==> src/rtl/x86_membus_pkg.sv <==
// Shared definitions for the x86 core memory-bus responder: FSM encodings,
// default SRAM wait count and byte-lane selection.
package x86_membus_pkg;

    typedef enum logic [1:0] {
        mb_idle   = 2'd0,
        mb_access = 2'd1,
        mb_ack    = 2'd2
    } mb_state_t;

    localparam int MB_WAIT_DEFAULT = 2;

    // Lane pairs are ordered {ub_n, lb_n}, active-low.
    localparam logic [1:0] LANES_OFF  = 2'b11;
    localparam logic [1:0] LANES_BOTH = 2'b00;
    localparam logic [1:0] LANE_LO    = 2'b10;
    localparam logic [1:0] LANE_HI    = 2'b01;

    function automatic logic [1:0] lane_sel(input logic wr, input logic a0);
        if (!wr)
            return LANES_BOTH;
        return a0 ? LANE_HI : LANE_LO;
    endfunction

endpackage

==> src/rtl/x86_membus.sv <==
// Byte-wide core memory port to 16-bit async SRAM bridge with programmable
// wait states, write-through and a one-word read cache.
module x86_membus
    import x86_membus_pkg::*;
#(
    parameter int WAIT = MB_WAIT_DEFAULT
) (
    input  logic        clock,
    input  logic        reset_n,
    input  logic [19:0] address,
    input  logic        wr,
    input  logic [7:0]  i_data,
    output logic [7:0]  o_data,
    output logic        locked,
    output logic [18:0] sram_addr,
    input  logic [15:0] sram_dq_i,
    output logic [15:0] sram_dq_o,
    output logic        sram_dq_oe,
    output logic        sram_oe_n,
    output logic        sram_we_n,
    output logic        sram_ub_n,
    output logic        sram_lb_n
);

    localparam logic [2:0] WAIT_CNT = 3'(WAIT);

    mb_state_t   state;
    logic [2:0]  cnt;
    logic [15:0] cache_data;
    logic [18:0] cache_tag;
    logic        cache_valid;
    logic        wr_q;
    logic        a0_q;
    logic        hit;
    logic        tag_match;

    assign hit       = !wr && cache_valid && (cache_tag == address[19:1]);
    assign tag_match = cache_valid && (cache_tag == sram_addr);

    always_ff @(posedge clock) begin
        if (!reset_n) begin
            state       <= mb_idle;
            cnt         <= 3'd0;
            cache_valid <= 1'b0;
            locked      <= 1'b0;
            o_data      <= 8'd0;
            sram_oe_n   <= 1'b1;
            sram_we_n   <= 1'b1;
            sram_ub_n   <= 1'b1;
            sram_lb_n   <= 1'b1;
            sram_dq_oe  <= 1'b0;
            sram_addr   <= 19'd0;
        end else begin
            case (state)
                mb_idle: begin
                    sram_addr <= address[19:1];
                    a0_q      <= address[0];
                    wr_q      <= wr;
                    sram_dq_o <= {i_data, i_data};
                    if (hit) begin
                        state  <= mb_ack;
                        locked <= 1'b1;
                        o_data <= address[0] ? cache_data[15:8] : cache_data[7:0];
                    end else begin
                        state                  <= mb_access;
                        cnt                    <= 3'd0;
                        {sram_ub_n, sram_lb_n} <= lane_sel(wr, address[0]);
                        sram_oe_n              <= wr;
                        sram_we_n              <= !wr;
                        sram_dq_oe             <= wr;
                    end
                end
                mb_access: begin
                    if (cnt == WAIT_CNT) begin
                        state     <= mb_ack;
                        locked    <= 1'b1;
                        sram_oe_n <= 1'b1;
                        sram_we_n <= 1'b1;
                        if (!wr_q) begin
                            cache_data  <= sram_dq_i;
                            cache_tag   <= sram_addr;
                            cache_valid <= 1'b1;
                            o_data      <= a0_q ? sram_dq_i[15:8] : sram_dq_i[7:0];
                        end else if (tag_match) begin
                            // Write-through keeps the cached word coherent; misses do not allocate.
                            if (a0_q)
                                cache_data[15:8] <= sram_dq_o[7:0];
                            else
                                cache_data[7:0]  <= sram_dq_o[7:0];
                        end
                    end else begin
                        cnt <= cnt + 3'd1;
                    end
                end
                mb_ack: begin
                    // Write data stays driven through this cycle for SRAM hold time.
                    state                  <= mb_idle;
                    locked                 <= 1'b0;
                    sram_dq_oe             <= 1'b0;
                    {sram_ub_n, sram_lb_n} <= LANES_OFF;
                end
                default: begin
                    state <= mb_idle;
                end
            endcase
        end
    end

endmodule
==> config.mk <==
export PLATFORM = sky130hd
export DESIGN_NAME = x86_membus
export DESIGN_NICKNAME = d
export VERILOG_FILES = /design/src/rtl/x86_membus_pkg.sv /design/src/rtl/x86_membus.sv
export SDC_FILE = /design/constraint.sdc
export NUM_CORES = 1
export LEC_CHECK = 0
export CAP_MARGIN = 15
export CELL_PAD_IN_SITES_DETAIL_PLACEMENT = 1
export CELL_PAD_IN_SITES_GLOBAL_PLACEMENT = 1
export CORE_MARGIN = 2
export CORE_UTILIZATION = 40
export DETAILED_ROUTE_END_ITERATION = 8
export GPL_TIMING_DRIVEN = 0
export PLACE_DENSITY = 0.9
export SLEW_MARGIN = 20
export SYNTH_ARGS = -nofsm -noshare
export SYNTH_HDL_FRONTEND = slang
export SYNTH_SLANG_ARGS = --single-unit
==> constraint.sdc <==
create_clock -name clock -period 5.85 [get_ports clock]
set_input_delay 0.8775 -clock clock [delete_from_list [all_inputs] [get_ports clock]]
set_output_delay 0.8775 -clock clock [all_outputs]
set_load 0.005 [all_outputs]
==> results of run 1 <==
-- per-stage QoR --
| stage | area [sq um] | util, % | total power [mW] | hold slack, ns | instances |
|---|---|---|---|---|---|
| finish | 5200 | 56.0 | 1.34 | 0.466 | 606 |
| global route | 5200 | 56.0 | 1.38 | 0.494 | 606 |
| CTS | 5200 | 56.0 | 1.34 | 0.474 | 606 |
| detailed placement | 4970 | 53.6 | 0.869 | 0.455 | 590 |
| global placement | 4950 | 53.3 | 0.858 | 0.439 | 589 |
| floorplan | 3840 | - | 0.758 | 0.440 | 365 |
-- layout by cell type (no fill, tap or decap), drive strengths merged, types with 2 or more instances in the layout --
cell type and count:
nor2 9, ha 2, bufinv 2, dfxtp 39, nor3 4, nand3 5
a32oi 2, nand4 3, xnor2 12, o22ai 2, nor4 6, clkbuf 26
a21oi 21, mux2i 9, clkdlybuf4s50 95, mux2 8, xor2 27, buf 12
edfxtp 45, or2 2, o21ai 20, nand2 69, and3 2, o211ai 16
inv 24, a31oi 2
-- worst paths after layout --
path	end	cells after the start
setup / recovery	cache_data[1]	5
hold / removal	o_data[6]	2
setup reg to reg	cache_data[1]	7
hold reg to reg	o_data[6]	2
-- critical path, stage by stage --
cell and delay (ns):
clkdlybuf4s50_1 0.56, nand2_1 0.17, nor4_1 0.32, nand3_1 0.14, o22ai_1 0.78
-- layer usage --
| layer | global-route usage [%] | vias to the layer above | share of wire, % |
|---|---|---|---|
| met4 | 6.77 | 0 | 1.5 |
| li1 | - | 1473 | - |
| met3 | 4.38 | 15 | 3.6 |
| met2 | 41.2 | 81 | 53 |
| met5 | 0 | - | 0 |
| met1 | 27.8 | 1568 | 42 |
-- sequential cells by signal, indices dropped and copies added, names as in the netlist --
signal       flops
sram_dq_o        8
locked           1
sram_lb_n        1
sram_ub_n        1
o_data           8
cache_valid      1
sram_dq_oe       1
a0_q             1
cache_data      16
state            2
wr_q             1
sram_addr       19
cnt              3
cache_tag       19
sram_we_n        1
sram_oe_n        1
-- area by class of cell --
class,instances,area share (%)
Clock inverter,5,1.64
Multi-Input combinational cell,232,28.4
Buffer,26,2.86
Timing Repair Buffer,96,18.6
Sequential cell,84,41.0
Tap cell,129,3.10
Inverter,23,1.66
Clock buffer,11,2.72
-- kinds of logic (layout without fill, tap and decap cells) --
group	count (synthesis)	after routing
multiplexers	17	17
buffers and inverters	49	161
AND/OR/NAND/NOR	105	105
AO/OA/AOI/OAI	69	69
flip-flops	84	84
adder cells (fa/ha/maj)	2	2
XOR/XNOR	39	39
-- power breakdown --
group	total [mW]	internal, mW	switching (mW)
Combinational	0.193	0.0994	0.0933
Sequential	0.666	0.644	0.0216
Clock	0.479	0.255	0.224
==> flow_metrics.tcl, run 1 <==
set metrics [dict create \
    crit_arrival_ns 2.85 \
    io_buffers 95 \
    routedWlPerCell_um 19.0 \
    drtIter0Drc 132 \
    worstSkewPairLatency_ns 0.36 \
    worst_setup_path_start_kind "primary input" \
    ios 96 \
    fmax_mhz 349 \
    hold_path_class "reg -> reg" \
    synth_compound_area_share_pct 11.5 \
    die_h_um 102 \
    hold_viol_final 0 \
    dp_hpwl_um 8400 \
    cp_max_fo 8 \
    htree_levels 3 \
    rsz0062_at_grt "no" \
    synth_simple_gate_area_share_pct 12.6 \
    antenna_found_initial 0 \
    synth_ff_type "edfxtp_1" \
    tns_ns 0 \
    drc 0 \
    root_buffer "clkbuf_8" \
    cts_tree "yes" \
    leakage_nw 1.95 \
    peakVddDrop_mv 0.156 \
    start_util_pct 41.4 \
    grt.overflow.total 0 \
    area_delta_synth_final_pct 35.4 \
    finalClockSkew_ns 0.0160 \
    critPathCaptureType "flop" \
    setup_violations 0 \
    cts_buffer_depth 2 \
    cellPowerDensity_nw_per_um2 257 \
    n_fill_cell 1048 \
    num_rows 35 \
    crit_start "reset_n" \
    avgSynthCellArea_sq_um 10.5 \
    synthAdderAreaFrac_pct 0.652 \
    setup_ws_ns 2.98 \
    seqCellArea_sq_um 2130 \
    synth-xor-area-share_pct 8.90 \
    ys_ff_latch 84 \
    cts_post_setup_buffers_inserted 0 \
    dieArea_sq_um 10400 \
    wirelength_um 11500 \
    rr_startpoint "cnt[0]" \
    die_w_um 102 \
    slew_violations 0 \
    netlist_area_sq_um 3840 \
    routed_via_density 5.18 \
    synth.most_common_cell "nand2_1" \
    synth_area_leaders "edfxtp_1, dfxtp_1, nand2_1, xor2_1, o211ai_1" \
    outcome "complete, no violations" \
    clkTransAtPathRegs_ns 0.09 \
    cts_made_buffers 9 \
    cp_data_required_time_ns 5.84 \
    final_antenna_net_count 0 \
    cts_resized 0 \
    synth_common_cells "nand2_1, edfxtp_1, dfxtp_1" \
    grt_pass1_wl_um 17900 \
    grt_pass1_vias 3380 \
    tightestPinTransition_ns 0.978 \
    grt_max_degree 16 \
    r2r_setup_slack_ns 3.11 \
    place_ws_ns 2.68 \
    yosysTopAreaCell "edfxtp_1" \
    nNetsFinal 521 \
    drv_cap 0 \
    yosysSeqAreaShare_pct 55.5 \
    async_flop_share_pct 0 \
    min_period_over_period_pct 49.0 \
    min-delay-start "o_data[6]" \
    num_vias 3137 \
    core_sq_um 9280 \
    synth_mux_area_share_pct 4.69 \
    yosysUniqueCellTypes 42 \
    min_period_ns 2.87 \
    grt_use_total_pct 22.9 \
    multi_input_area_sq_um 1480 \
    synth_top_area_share_pct 35.2 \
    synth_top_family_by_area "simple AND/OR/NAND/NOR gates" \
    cts_hold_buf 0 \
    yosysWarnings 0 \
    postSynthCellCount 365 \
    firstDrtPassIters 4 \
    synth_nets 414 \
    numClockSinks 84 \
    place.gp.congestion 0.881 \
    critical_path_class "in -> reg" \
    diodes 0 \
    drive_gt1_share_pct 10.1 \
    relSlewSlack_pct 34.8 \
    synth-edff-count 45 \
]
Note: power is estimated with default switching activity, not from simulation.
==> inputs of run 2 (changes only) <==
--- a/config.mk
+++ b/config.mk
@@ -9,10 +9,10 @@
 export CELL_PAD_IN_SITES_DETAIL_PLACEMENT = 1
 export CELL_PAD_IN_SITES_GLOBAL_PLACEMENT = 1
 export CORE_MARGIN = 2
-export CORE_UTILIZATION = 40
+export CORE_UTILIZATION = 34
 export DETAILED_ROUTE_END_ITERATION = 8
 export GPL_TIMING_DRIVEN = 0
-export PLACE_DENSITY = 0.9
+export PLACE_DENSITY = 0.82
 export SLEW_MARGIN = 20
 export SYNTH_ARGS = -nofsm -noshare
 export SYNTH_HDL_FRONTEND = slang
==> constraint.sdc (replaced) <==
create_clock -name clock -period 2.4 [get_ports clock]
set_input_delay 0.36 -clock clock [delete_from_list [all_inputs] [get_ports clock]]
set_output_delay 0.36 -clock clock [all_outputs]
set_load 0.005 [all_outputs]
==> run 2 against run 1 <==
Compared with the run above:
- worst hold slack got worse by 0.0043 ns
- register-to-register slack lost 3.0 ns
- design area increased by 3.7%
- flip-flop and latch count is the same
- first-iteration DRC count up 39%
- die area grew 17%
- global-route usage fell by 2.6 points
- routed wire length increased by 1.8%
- sequential power up 140%
- power rose to 2.7 times the previous value
- clock skew decreased by 0.0045 ns
- critical path type is now reg -> reg
- highest routed layer unchanged
==> flow_metrics.tcl, run 2 (synthesized netlist as in run 1, its figures left out) <==
set metrics [dict create \
    outcome "complete, no violations" \
    worst_setup_path_start_kind "flop" \
    firstDrtPassIters 4 \
    cts_made_buffers 9 \
    wirelength_um 11700 \
    io_buffers 95 \
    top_layer "met4" \
    num_vias 3194 \
    area_delta_synth_final_pct 40.4 \
    wl_met3_um 540 \
    n_fill_cell 1220 \
    slew_violations 0 \
    cts_buffer_depth 2 \
    finalClockSkew_ns 0.0114 \
    routed-wl-met2_um 6020 \
    fmax_mhz 442 \
    place.gp.congestion 0.821 \
    root_buffer "clkbuf_16" \
    hold_path_class "reg -> reg" \
    min_period_over_period_pct 94.2 \
    ios 96 \
    cts_hold_buf 0 \
    cp_data_required_time_ns 2.46 \
    dieArea_sq_um 12200 \
    diodes 0 \
    critPathCaptureType "flop" \
    rsz0062_at_grt "no" \
    drtIter0Drc 183 \
    peakVddDrop_mv 0.413 \
    crit_chain "inv_1 -> ha_1 -> and4bb_4 -> nand2_2 -> nor4_2 -> nand3_2 -> o22ai_4 -> buf_4" \
    crit_arrival_ns 2.32 \
    setup_violations 0 \
    grt_max_degree 16 \
    drv_cap 0 \
    numClockSinks 84 \
    core_sq_um 10900 \
    die_w_um 110 \
    num_rows 38 \
    min_period_ns 2.26 \
    tightestPinTransition_ns 0.735 \
    crit_start "cnt[0]" \
    clkTransAtPathRegs_ns 0.06 \
    relSlewSlack_pct 51.0 \
    rr_startpoint "cnt[0]" \
    routed_via_density 5.14 \
    total_power_mw 3.59 \
    hold_viol_final 0 \
    cp_max_fo 6 \
    cpPeakStageDelay_ns 0.33 \
    cellPowerDensity_nw_per_um2 665 \
    nNetsFinal 525 \
    drive_gt1_share_pct 11.9 \
    grt.overflow.total 0 \
    start_util_pct 35.1 \
    grt_use_total_pct 20.3 \
    drc 0 \
    grt_pass1_vias 3469 \
    final_antenna_net_count 0 \
    htree_levels 3 \
    dp_hpwl_um 8390 \
    worstSkewPairLatency_ns 0.34 \
    cpMaxStageDelayCell "dfxtp_1" \
    tns_ns 0 \
    leakage_nw 2.02 \
    antenna_found_initial 0 \
    final_common_cell "clkdlybuf4s50_1" \
    cts_tree "yes" \
    final_cell_mix "clkdlybuf4s50_1, nand2_1, edfxtp_1, dfxtp_1, xor2_1" \
    critical_path_class "reg -> reg" \
    min-delay-start "sram_ub_n" \
    routedWlPerCell_um 18.8 \
    wl_met1_um 4800 \
    die_h_um 110 \
    timing.hold.ws_ns 0.462 \
    grt_pass1_wl_um 18300 \
    biggestRegsByFlops "cache_tag: 19 flops, sram_addr: 19 flops, cache_data: 16 flops" \
]
==> run 2: cell types whose count changed in the layout (fill, tap and decap cells not counted), sizes merged <==
cell / previous run / this run
buf: 12 / 16
bufinv: 2 / 1
clkbuf: 26 / 27
==> run 2: path summary, 6_finish.rpt <==
check | end | slack [ns] | cells past startpoint
setup reg to reg | cache_data[11] | 0.14 | 8
hold reg to reg | sram_ub_n | 0.46 | 2
setup / recovery | cache_data[11] | 0.14 | 8
hold / removal | sram_ub_n | 0.46 | 2
==> run 2: per-layer routing <==
| layer | vias to the layer above | track usage, % |
|---|---|---|
| li1 | 1481 | - |
| met1 | 1576 | 23.9 |
| met2 | 108 | 36.0 |
| met3 | 29 | 4.35 |
| met4 | 0 | 8.13 |
| met5 | - | 0 |
==> run 2: where the power goes <==
group | switching [mW] | total [mW] | leakage, nW | internal (mW)
clock | 0.582 | 1.49 | 0.155 | 0.904
sequential | 0.0526 | 1.62 | 0.734 | 1.57
combinational | 0.230 | 0.474 | 1.13 | 0.244
==> run 2: layout make-up <==
type,count,area (sq um),share of cell area (%)
sequential,84,2130,39.5
multi-input combinational,232,1520,28.2
timing repair buffer,100,1000,18.6
clock buffer,12,268,4.97
tap,140,175,3.25
buffer,26,149,2.76
inverter,23,86.3,1.60
clock inverter,4,55.1,1.02
==> run 2: what timing repair did <==
action	CTS	global route
pin swaps	2	1
gates resized for setup	4	4
setup buffers	4	0
endpoints found under the setup margin	16	16
==> run 2: worst max-delay path: cells and delay by family (launching register included) <==
kind            cells  cell delay [ns]
simple gates        4             0.95
fa+ha+maj           1             0.21
flops               1             0.33
buf+inv             2             0.25
compound gates      1             0.23
==> run 2: through the flow <==
step	setup WS [ns]	std cells	utilization, %	instance area [sq um]
after floorplan	0.248	365	-	3840
after global placement	-0.416	600	45.4	4970
after detailed placement	-0.341	601	45.5	4980
after CTS	0.0359	621	49.1	5370
after global routing	0.0108	621	49.3	5390
final	0.140	621	49.3	5390
